### src/rtl/rf_write_arbiter.sv
// rf_write_arbiter: two-requester write arbiter in front of a register-file write port.
// After reset, or on clear_i, it walks every register address and writes zero (busy_o high).
// After that it grants one requester per cycle, alternating when both are valid.
// A grant is registered onto the write port one cycle later.
//
// Ports:
//   clk, reset        single clock, synchronous active-high reset
//   clear_i           restart the zeroing sweep (honoured only while arbitrating)
//   reqN_valid_i      requester N has a write pending
//   reqN_addr_i       requester N destination register
//   reqN_data_i       requester N write data
//   reqN_ready_o      requester N accepted this cycle (combinational on valid)
//   Reg_Write_o       registered register-file write enable
//   Write_Register_o  registered register-file write address
//   Write_Data_o      registered register-file write data
//   busy_o            zeroing sweep in progress
module rf_write_arbiter #(
  parameter int unsigned WD  = 32,
  parameter int unsigned SEL = 5
) (
  input  logic           clk,
  input  logic           reset,
  input  logic           clear_i,
  input  logic           req0_valid_i,
  input  logic [SEL-1:0] req0_addr_i,
  input  logic [WD-1:0]  req0_data_i,
  output logic           req0_ready_o,
  input  logic           req1_valid_i,
  input  logic [SEL-1:0] req1_addr_i,
  input  logic [WD-1:0]  req1_data_i,
  output logic           req1_ready_o,
  output logic           Reg_Write_o,
  output logic [SEL-1:0] Write_Register_o,
  output logic [WD-1:0]  Write_Data_o,
  output logic           busy_o
);

  typedef enum logic [0:0] {StInit, StArb} state_e;

  localparam logic [SEL-1:0] IdxLast = {SEL{1'b1}};

  state_e         state_q, state_d;
  logic [SEL-1:0] idx_q, idx_d;
  // 1 means requester 1 was granted most recently, so requester 0 wins the next tie.
  logic           last_grant_q, last_grant_d;
  logic           reg_write_q, reg_write_d;
  logic [SEL-1:0] wr_addr_q, wr_addr_d;
  logic [WD-1:0]  wr_data_q, wr_data_d;

  logic arb_open;
  logic grant0, grant1;

  // Clear beats any grant; reset also masks grants since the handshake would be dropped.
  assign arb_open = (state_q == StArb) && !clear_i && !reset;
  assign grant0   = arb_open && req0_valid_i && (!req1_valid_i || last_grant_q);
  assign grant1   = arb_open && req1_valid_i && (!req0_valid_i || !last_grant_q);

  assign req0_ready_o     = grant0;
  assign req1_ready_o     = grant1;
  assign busy_o           = (state_q == StInit);
  assign Reg_Write_o      = reg_write_q;
  assign Write_Register_o = wr_addr_q;
  assign Write_Data_o     = wr_data_q;

  always_comb begin
    state_d      = state_q;
    idx_d        = idx_q;
    last_grant_d = last_grant_q;
    reg_write_d  = 1'b0;
    wr_addr_d    = wr_addr_q;
    wr_data_d    = wr_data_q;
    case (state_q)
      StInit: begin
        // clear_i is deliberately ignored here: the sweep neither restarts nor extends.
        reg_write_d = 1'b1;
        wr_addr_d   = idx_q;
        wr_data_d   = '0;
        idx_d       = idx_q + 1'b1;
        if (idx_q == IdxLast) begin
          state_d = StArb;
        end
      end
      StArb: begin
        if (clear_i) begin
          state_d = StInit;
          idx_d   = '0;
        end else if (grant0) begin
          last_grant_d = 1'b0;
          // Register 0 is hard-wired: accept the write but never issue it.
          if (req0_addr_i != '0) begin
            reg_write_d = 1'b1;
            wr_addr_d   = req0_addr_i;
            wr_data_d   = req0_data_i;
          end
        end else if (grant1) begin
          last_grant_d = 1'b1;
          if (req1_addr_i != '0) begin
            reg_write_d = 1'b1;
            wr_addr_d   = req1_addr_i;
            wr_data_d   = req1_data_i;
          end
        end
      end
      default: begin
        state_d = StInit;
        idx_d   = '0;
      end
    endcase
  end

  always_ff @(posedge clk) begin
    if (reset) begin
      state_q      <= StInit;
      idx_q        <= '0;
      last_grant_q <= 1'b1;
      reg_write_q  <= 1'b0;
      wr_addr_q    <= '0;
      wr_data_q    <= '0;
    end else begin
      state_q      <= state_d;
      idx_q        <= idx_d;
      last_grant_q <= last_grant_d;
      reg_write_q  <= reg_write_d;
      wr_addr_q    <= wr_addr_d;
      wr_data_q    <= wr_data_d;
    end
  end

endmodule

### config.mk
export PLATFORM = sky130hd
export DESIGN_NAME = rf_write_arbiter
export DESIGN_NICKNAME = d
export VERILOG_FILES = /design/src/rtl/rf_write_arbiter.sv
export SDC_FILE = /design/constraint.sdc
export NUM_CORES = 1
export LEC_CHECK = 0
export CAP_MARGIN = 20
export CORE_AREA = 2 2 69 87
export DETAILED_ROUTE_END_ITERATION = 10
export DIE_AREA = 0 0 71 89
export HOLD_SLACK_MARGIN = 0.1
export PLACE_DENSITY_LB_ADDON = 0.3
export SKIP_LAST_GASP = 1
export SLEW_MARGIN = 20
export SYNTH_ARGS = -nofsm -noshare
export SYNTH_HDL_FRONTEND = slang
export SYNTH_SLANG_ARGS = --single-unit
export TNS_END_PERCENT = 30
### constraint.sdc
create_clock -name clk -period 3.3 [get_ports clk]
set_input_delay 0.33 -clock clk [delete_from_list [all_inputs] [get_ports clk]]
set_output_delay 0.33 -clock clk [all_outputs]
set_load 0.05 [all_outputs]
# Yosys cells after proc, flatten, opt, wreduce, memory -nomap -nowiden
# Index checks and enable logic that the tools add are counted.
# op_classes
n_reduce_logical,18
n_eq_ne,6
n_addsub,1
mux,25
bitwise,2
# op_table
op,n
32-bit 2-to-1 mux,5
32-bit one-hot mux with 2 select lines,1
5-bit 2-to-1 mux,6
5-bit one-hot mux with 2 select lines,2
5-bit nonzero test,2
1-bit 2-to-1 mux,9
1-bit logical AND,6
"3-bit by 2-bit != test with 1-bit output, second input constant",2
"5-bit by 1-bit adder with 5-bit output, second input constant",1
"5-bit equality test, second input constant",1
1-bit zero test,5
"2-bit != test, second input constant",2
1-bit one-hot mux with 2 select lines,2
4-bit AND reduction,1
"3-bit != test, second input constant",1
3-bit AND reduction,1
1-bit logical OR,2
1-bit inverter,2
2-bit nonzero test,1
# totals
output_inout_bits,41
register_bits,45
input_bits,79
word_cells,58

# Logic depth before layout (Yosys ltp)
# Gate-level depths: netlist of the first run.
# depth
word_depth,9
mapped_depth,8
mapped_depth_nobuf,5

# Worst setup path after synthesis of the first run
# No wires, ideal clock.
# synth_path
kind,input-to-reg
startpoint,input port req0_addr_i[2]
endpoint,"register wr_data_q[17], in the netlist Write_Data_o[17]"
slack_ns,1.527
t_arrival_ns,1.669
stages,5
setup_ns,0.104
t_required_ns,3.196
path_buffers,1
path_cell_list,or4_1 > nor2_2 > o22ai_4 > buf_2 > a2111oi_2
# synth_via
elab_chain_len,3
# synth_rtl
item,line,rtl
from (decl),25,"input logic [SEL-1:0] req0_addr_i,"
5-bit nonzero test,90,if (req0_addr_i != '0) begin
3-bit by 2-bit != test with 1-bit output (no line),--,
4-bit AND reduction (no line),--,
to (signal assigned),125,wr_data_q <= wr_data_d;
to (decl),48,"logic [WD-1:0] wr_data_q, wr_data_d;"
# Every way passes these cells.
# A chain may end at the register's enable or synchronous reset.

# Final worst setup path of the first run
# layout_path
startpoint,input port clear_i
endpoint,output port req1_ready_o
# layout_via
elab_chain_len,5
# layout_rtl
item,line,rtl
from (decl),23,"input logic clear_i,"
1-bit zero test,54,assign arb_open = (state_q == StArb) && !clear_i && !reset;
1-bit logical AND (2 in a row),54,
1-bit logical AND (2 in a row),56,assign grant1 = arb_open && req1_valid_i && (!req0_valid_i || !last_grant_q);
to (decl),31,"output logic req1_ready_o,"
# Every way passes these cells.

==> impl_metrics.py, run 1 <==
metrics = {
    "cells_and_area": {
        "syn2layout_area_growth_pct": 58.2,
        "num_antenna_cells": 0,
        "fillers": 481,
        "drive_above_1_share": 0.123,
        "final_nets": 430,
    },
    "clocking": {
        "clk_pin_slew_worst_paths_ns": 0.09,
        "post_cts_resized": 0,
        "postCtsSetupBuffers": 0,
        "ctsHoldBuffers": 0,
        "cts_buffers": 5,
        "cts_buffer_depth": 2,
        "cts_tree": "done",
        "cts.sinks": 45,
        "h-tree-depth": 2,
        "clk_latency_ns": 0.30,
        "cts_root_buffer": "clkbuf_8",
    },
    "power_and_ir_drop": {
        "p_leak_nw": 1.36,
        "ir_drop_mv": 0.166,
        "p_switching_w": 0.000241,
        "power.density_mw_per_mm2": 298,
        "power_switching_share": 0.227,
        "pwr-share-comb": 0.140,
        "clkPwrFrac": 0.338,
        "p_seq_frac": 0.522,
        "internal_power_w": 0.000820,
    },
    "timing": {
        "fin_skew_ns": 0.00684,
        "rsz0062_at_grt": "false",
        "relSlewSlack": 0.641,
        "fin_crit_sh": 0.777,
        "period_minus_slack_ns": 2.57,
        "slew_viol_final": 0,
        "whs_ns": 0.451,
        "setup_violations": 0,
        "finalSetupTns_ns": 0,
        "clock.fmax_ghz": 0.390,
        "tightest_slew_ns": 0.537,
        "final_hold_viol_count": 0,
    },
    "worst_setup_path": {
        "path_max_fanout": 5,
        "critPathRequiredTime_ns": 2.97,
        "regToRegSetupSlack_ns": 1.21,
        "arrival_ns": 2.24,
        "cp-end-kind": "output pin",
        "crit_path_start_kind": "primary input",
        "worstSetupPathType": "in -> out",
    },
    "placed_design": {
        "dp_hpwl_mm": 4.40,
        "numPortBuffers": 119,
        "routabilityCongestion": 0.788,
    },
    "floorplanning": {
        "die_area_mm2": 0.00632,
        "die_w_um": 71,
        "fp.dieH_um": 89,
        "core_area_mm2": 0.00544,
        "io_pins": 120,
        "floorplan.initialDensity": 0.413,
        "num_rows": 30,
    },
    "route": {
        "wl_mm": 5.93,
        "ant_nets": 0,
        "avgViaCountPerCell": 5.29,
        "drtIter0Drc": 91,
        "num_vias": 2191,
        "wl_per_cell_um": 14.3,
        "drc": 0,
        "dr.pass1.iters": 4,
    },
    "global_route": {
        "overflow": 0,
        "grt_pass1_wl_mm": 9.47,
        "antenna_found_initial": 0,
        "grtUsageTotal": 0.186,
        "grt_max_degree": 47,
        "grt_pass1_vias": 2040,
    },
    "yosys": {
        "synthesis.area_mm2": 0.00225,
        "synth_cell_types": 33,
        "synth_edf_count": 0,
        "synth_seq_area_share": 0.400,
        "async_flop_share": 0,
        "syn_avg_cell_area_um2": 9.49,
        "synthFlopType": "dfxtp_1",
        "syn_inst": 237,
        "yosysWarnings": 0,
        "synth_seq_cells": 45,
        "synth_nets": 318,
    },
    "run": {
        "drv_cap": 0,
    },
    "min_path": {
        "holdCritPathClass": "reg -> reg",
    },
    "run_status": {
        "status": "complete, no violations",
    },
}
==> worst paths after layout <==
kind | startpoint | endpoint | depth (start not counted)
min | Write_Data_o[3] | Write_Data_o[3] | 2
max reg2reg | state_q | Write_Data_o[13] | 6
min reg2reg | Write_Data_o[3] | Write_Data_o[3] | 2
max | clear_i | req1_ready_o | 5
==> cells in the final DEF (no fill, tap or decap), drive strengths merged <==
cell             n
dfxtp           45
nor2            32
a31oi            1
nand2b           2
o21ai            1
clkinv           3
nand2           20
buf              8
nand4b           5
a22oi            6
ha               2
o22a             1
nand3b           5
a21oi           15
nand3           18
nor3b            1
a211oi           1
mux2i           22
clkdlybuf4s50  117
o211ai           5
inv              2
and3             1
o22ai            2
clkbuf           6
mux2            10
a2111oi         17
or4              2
==> cell families (layout without fill, tap and decap cells) <==
logic type,after synthesis,after routing,share of synthesized area
simple gates,86,86,0.188
compound gates,49,49,0.199
flops,45,45,0.400
mux,32,32,0.148
buf+inv,23,136,0.0534
fa+ha+maj,2,2,0.0111
==> registers in the layout (all words and copies together), names as in the netlist <==
register          flops
Reg_Write_o           1
Write_Data_o         32
Write_Register_o      5
idx_q                 5
last_grant_q          1
state_q               1
==> power by group through the flow <==
stage | Sequential (W) | Combinational, W | Clock (W)
after floorplan | 0.000574 | 0.0000350 | 0
after global placement | 0.000566 | 0.000147 | 0
after detailed placement | 0.000566 | 0.000149 | 0
after CTS | 0.000554 | 0.000150 | 0.000372
after global routing | 0.000555 | 0.000159 | 0.000391
final | 0.000554 | 0.000148 | 0.000359
==> final cells by class <==
cell class,instances,area [um2],area share
clock buffers,6,82.6,0.0232
flip-flops and latches,45,901,0.253
clock inverters,2,13.8,0.00387
well taps,64,80.1,0.0225
repair buffers,125,1240,0.349
inverters,3,11.3,0.00316
multi-input cells,169,1230,0.345
==> critical path: stages <==
cell and delay (ns):
clkdlybuf4s50_1 0.48, nor3b_2 0.26, nand3_1 0.26, inv_1 0.11, clkdlybuf4s50_1 0.80
==> through the flow <==
step	utilization	cell area [um2]	setup slack, ns	power, W	cells
final	0.654	3560	0.734	0.00106	414
after global routing	0.654	3560	0.598	0.00111	414
after CTS	0.654	3560	0.716	0.00108	414
after detailed placement	0.636	3460	0.660	0.000716	406
after global placement	0.636	3460	0.758	0.000714	406
after floorplan	-	2250	1.53	0.000609	237
==> Yosys cell counts (6+ instances only) <==
cell | n | area share
nand3_1 | 17 | 0.038
clkbuf_1 | 9 | 0.015
mux2_2 | 10 | 0.050
dfxtp_1 | 45 | 0.40
nand2_1 | 20 | 0.033
mux2i_1 | 22 | 0.098
a2111oi_2 | 11 | 0.073
buf_2 | 6 | 0.013
nor2_1 | 30 | 0.050
a21oi_1 | 15 | 0.033
a22oi_1 | 6 | 0.020
==> per-layer routing <==
| layer | GRT usage | part of all wire | vias up | routed length, um |
|---|---|---|---|---|
| met5 | 0 | 0 | - | 0 |
| met4 | 0.0566 | 0.011 | 0 | 65 |
| met3 | 0.0575 | 0.091 | 7 | 539 |
| met2 | 0.324 | 0.48 | 84 | 2850 |
| met1 | 0.221 | 0.42 | 1000 | 2480 |
| li1 | - | - | 1100 | - |
Power figures use the tool's default switching activity.
==> inputs of run 2 (changes only) <==
--- a/config.mk
+++ b/config.mk
@@ -6,9 +6,9 @@
 export NUM_CORES = 1
 export LEC_CHECK = 0
 export CAP_MARGIN = 20
-export CORE_AREA = 2 2 69 87
+export CORE_AREA = 2 2 75 95
 export DETAILED_ROUTE_END_ITERATION = 10
-export DIE_AREA = 0 0 71 89
+export DIE_AREA = 0 0 77 97
 export HOLD_SLACK_MARGIN = 0.1
 export PLACE_DENSITY_LB_ADDON = 0.3
 export SKIP_LAST_GASP = 1
==> constraint.sdc (replaced) <==
create_clock -name clk -period 2.3 [get_ports clk]
set_input_delay 0.23 -clock clk [delete_from_list [all_inputs] [get_ports clk]]
set_output_delay 0.23 -clock clk [all_outputs]
set_load 0.05 [all_outputs]
==> run 2 against run 1 <==
Compared with the run above:
- count of clock-buffer cells in the layout rose by 1
- via count fell by 1.0%
- die area rose by 18%
- critical endpoint is now Write_Data_o[13]
- highest routed layer unchanged
==> impl_metrics.py, run 2 (synthesis gave the netlist of run 1 again) <==
metrics = {
    "power_and_ir_drop": {
        "pwr-share-comb": 0.132,
        "p_switching_w": 0.000329,
        "power_switching_share": 0.204,
        "clkPwrFrac": 0.376,
        "p_seq_frac": 0.492,
        "ir_drop_mv": 0.360,
        "internal_power_w": 0.00129,
        "power.density_mw_per_mm2": 442,
        "p_leak_nw": 1.39,
    },
    "min_path": {
        "holdCritPathClass": "reg -> reg",
    },
    "route": {
        "avgViaCountPerCell": 4.92,
        "drtIter0Drc": 77,
        "wl_mm": 5.96,
        "ant_nets": 0,
        "dr.pass1.iters": 4,
        "num_vias": 2169,
        "drc": 0,
        "wl_per_cell_um": 13.5,
    },
    "timing": {
        "finalSetupTns_ns": 0,
        "period_minus_slack_ns": 1.95,
        "final_hold_viol_count": 0,
        "fin_skew_ns": 0.00274,
        "clock.fmax_ghz": 0.513,
        "tightest_slew_ns": 0.535,
        "rsz0062_at_grt": "false",
        "fin_crit_sh": 0.848,
        "setup_violations": 0,
        "slew_viol_final": 0,
        "relSlewSlack": 0.642,
    },
    "worst_setup_path": {
        "worstSetupPathType": "in -> reg",
        "critPathSlowestCell": "or4_1",
        "critPathRequiredTime_ns": 2.47,
        "crit_chain": "clkdlybuf4s50_1 > or4_1 > nor2_2 > o22ai_4 > buf_12 > a2111oi_0",
        "cp-end-kind": "flip-flop",
        "arrival_ns": 2.12,
        "cpPeakStageDelay_ns": 0.54,
        "path_max_fanout": 44,
        "crit_path_start_kind": "primary input",
    },
    "cells_and_area": {
        "final_nets": 434,
        "num_antenna_cells": 0,
        "layout_common_cells": "clkdlybuf4s50_1, dfxtp_1, nor2_1",
        "drive_above_1_share": 0.136,
        "fillers": 618,
        "largest_reg_flops": 32,
        "layout_commonest_cell": "clkdlybuf4s50_1",
        "fin_util": 0.561,
        "syn2layout_area_growth_pct": 62.6,
    },
    "placed_design": {
        "routabilityCongestion": 0.800,
        "dp_hpwl_mm": 4.59,
        "numPortBuffers": 119,
    },
    "run_status": {
        "status": "complete, no violations",
    },
    "clocking": {
        "post_cts_resized": 0,
        "cts_root_buffer": "clkbuf_8",
        "clk_pin_slew_worst_paths_ns": 0.08,
        "cts_buffers": 5,
        "postCtsSetupBuffers": 0,
        "cts.sinks": 45,
        "cts_tree": "done",
        "h-tree-depth": 2,
        "cts_buffer_depth": 2,
        "ctsHoldBuffers": 0,
        "clk_latency_ns": 0.29,
    },
    "floorplanning": {
        "floorplan.initialDensity": 0.345,
        "io_pins": 120,
        "die_w_um": 77,
        "die_area_mm2": 0.00747,
        "fp.dieH_um": 97,
        "core_area_mm2": 0.00652,
        "num_rows": 33,
    },
    "run": {
        "drv_cap": 0,
    },
    "global_route": {
        "grt_pass1_vias": 2159,
        "grtUsageTotal": 0.159,
        "overflow": 0,
        "grt_max_degree": 47,
        "antenna_found_initial": 0,
        "grt_pass1_wl_mm": 9.86,
    },
}
-- run 2: changes by cell type in the layout (fill, tap and decap cells not counted), sizes merged --
| cell | previous run | this run |
|---|---|---|
| clkbuf | 6 | 7 |
| clkdlybuf4s50 | 117 | 115 |
| bufinv | 0 | 1 |
| buf | 8 | 14 |
| clkinv | 3 | 1 |
-- run 2: layout make-up --
type / count / area, um2 / area share
multi-input cells: 169 / 1230 / 0.336
flip-flops and latches: 45 / 901 / 0.246
well taps: 87 / 109 / 0.0298
clock buffers: 7 / 86.3 / 0.0236
inverters: 3 / 11.3 / 0.00308
repair buffers: 129 / 1290 / 0.353
clock inverters: 1 / 30.0 / 0.00821
-- run 2: worst paths after layout --
check | from | to | slack [ns] | cells after the start
setup reg to reg | state_q | Write_Data_o[13] | 0.56 | 6
setup / recovery | req0_addr_i[2] | Write_Data_o[13] | 0.35 | 6
hold / removal | Write_Data_o[7] | Write_Data_o[7] | 0.45 | 2
hold reg to reg | Write_Data_o[7] | Write_Data_o[7] | 0.45 | 2
-- run 2: routing by layer --
metal	wire (um)	global-route usage	vias up
met4	48	0.0412	0
li1	-	-	1104
met1	2330	0.176	985
met3	432	0.0476	5
met5	0	0	-
met2	3150	0.294	75
-- run 2: worst max-delay path, delay by kind of cell --
family / cells / cell delay (ns)
buffers and inverters: 2 / 0.62
AO/OA/AOI/OAI: 2 / 0.49
AND/OR/NAND/NOR: 2 / 0.76
-- run 2: power by group through the flow --
stage          Combinational (W)  Sequential (W)  Clock, W
3_3_place_gp            0.000212        0.000813         0
6_report                0.000213        0.000795  0.000608
4_1_cts                 0.000216        0.000795  0.000628
3_5_place_dp            0.000215        0.000813         0
5_1_grt                 0.000230        0.000796  0.000652
2_1_floorplan          0.0000503        0.000824         0
-- run 2: per-stage QoR --
| stage | total power [W] | instance area [um2] | instances | setup slack, ns | hold slack (ns) |
|---|---|---|---|---|---|
| after floorplan | 0.000874 | 2250 | 237 | 0.549 | 0.359 |
| after global placement | 0.00102 | 3540 | 433 | 0.139 | 0.437 |
| after detailed placement | 0.00103 | 3540 | 433 | 0.0130 | 0.444 |
| after CTS | 0.00164 | 3660 | 441 | 0.323 | 0.453 |
| after global routing | 0.00168 | 3660 | 441 | 0.219 | 0.483 |
| final | 0.00162 | 3660 | 441 | 0.349 | 0.449 |
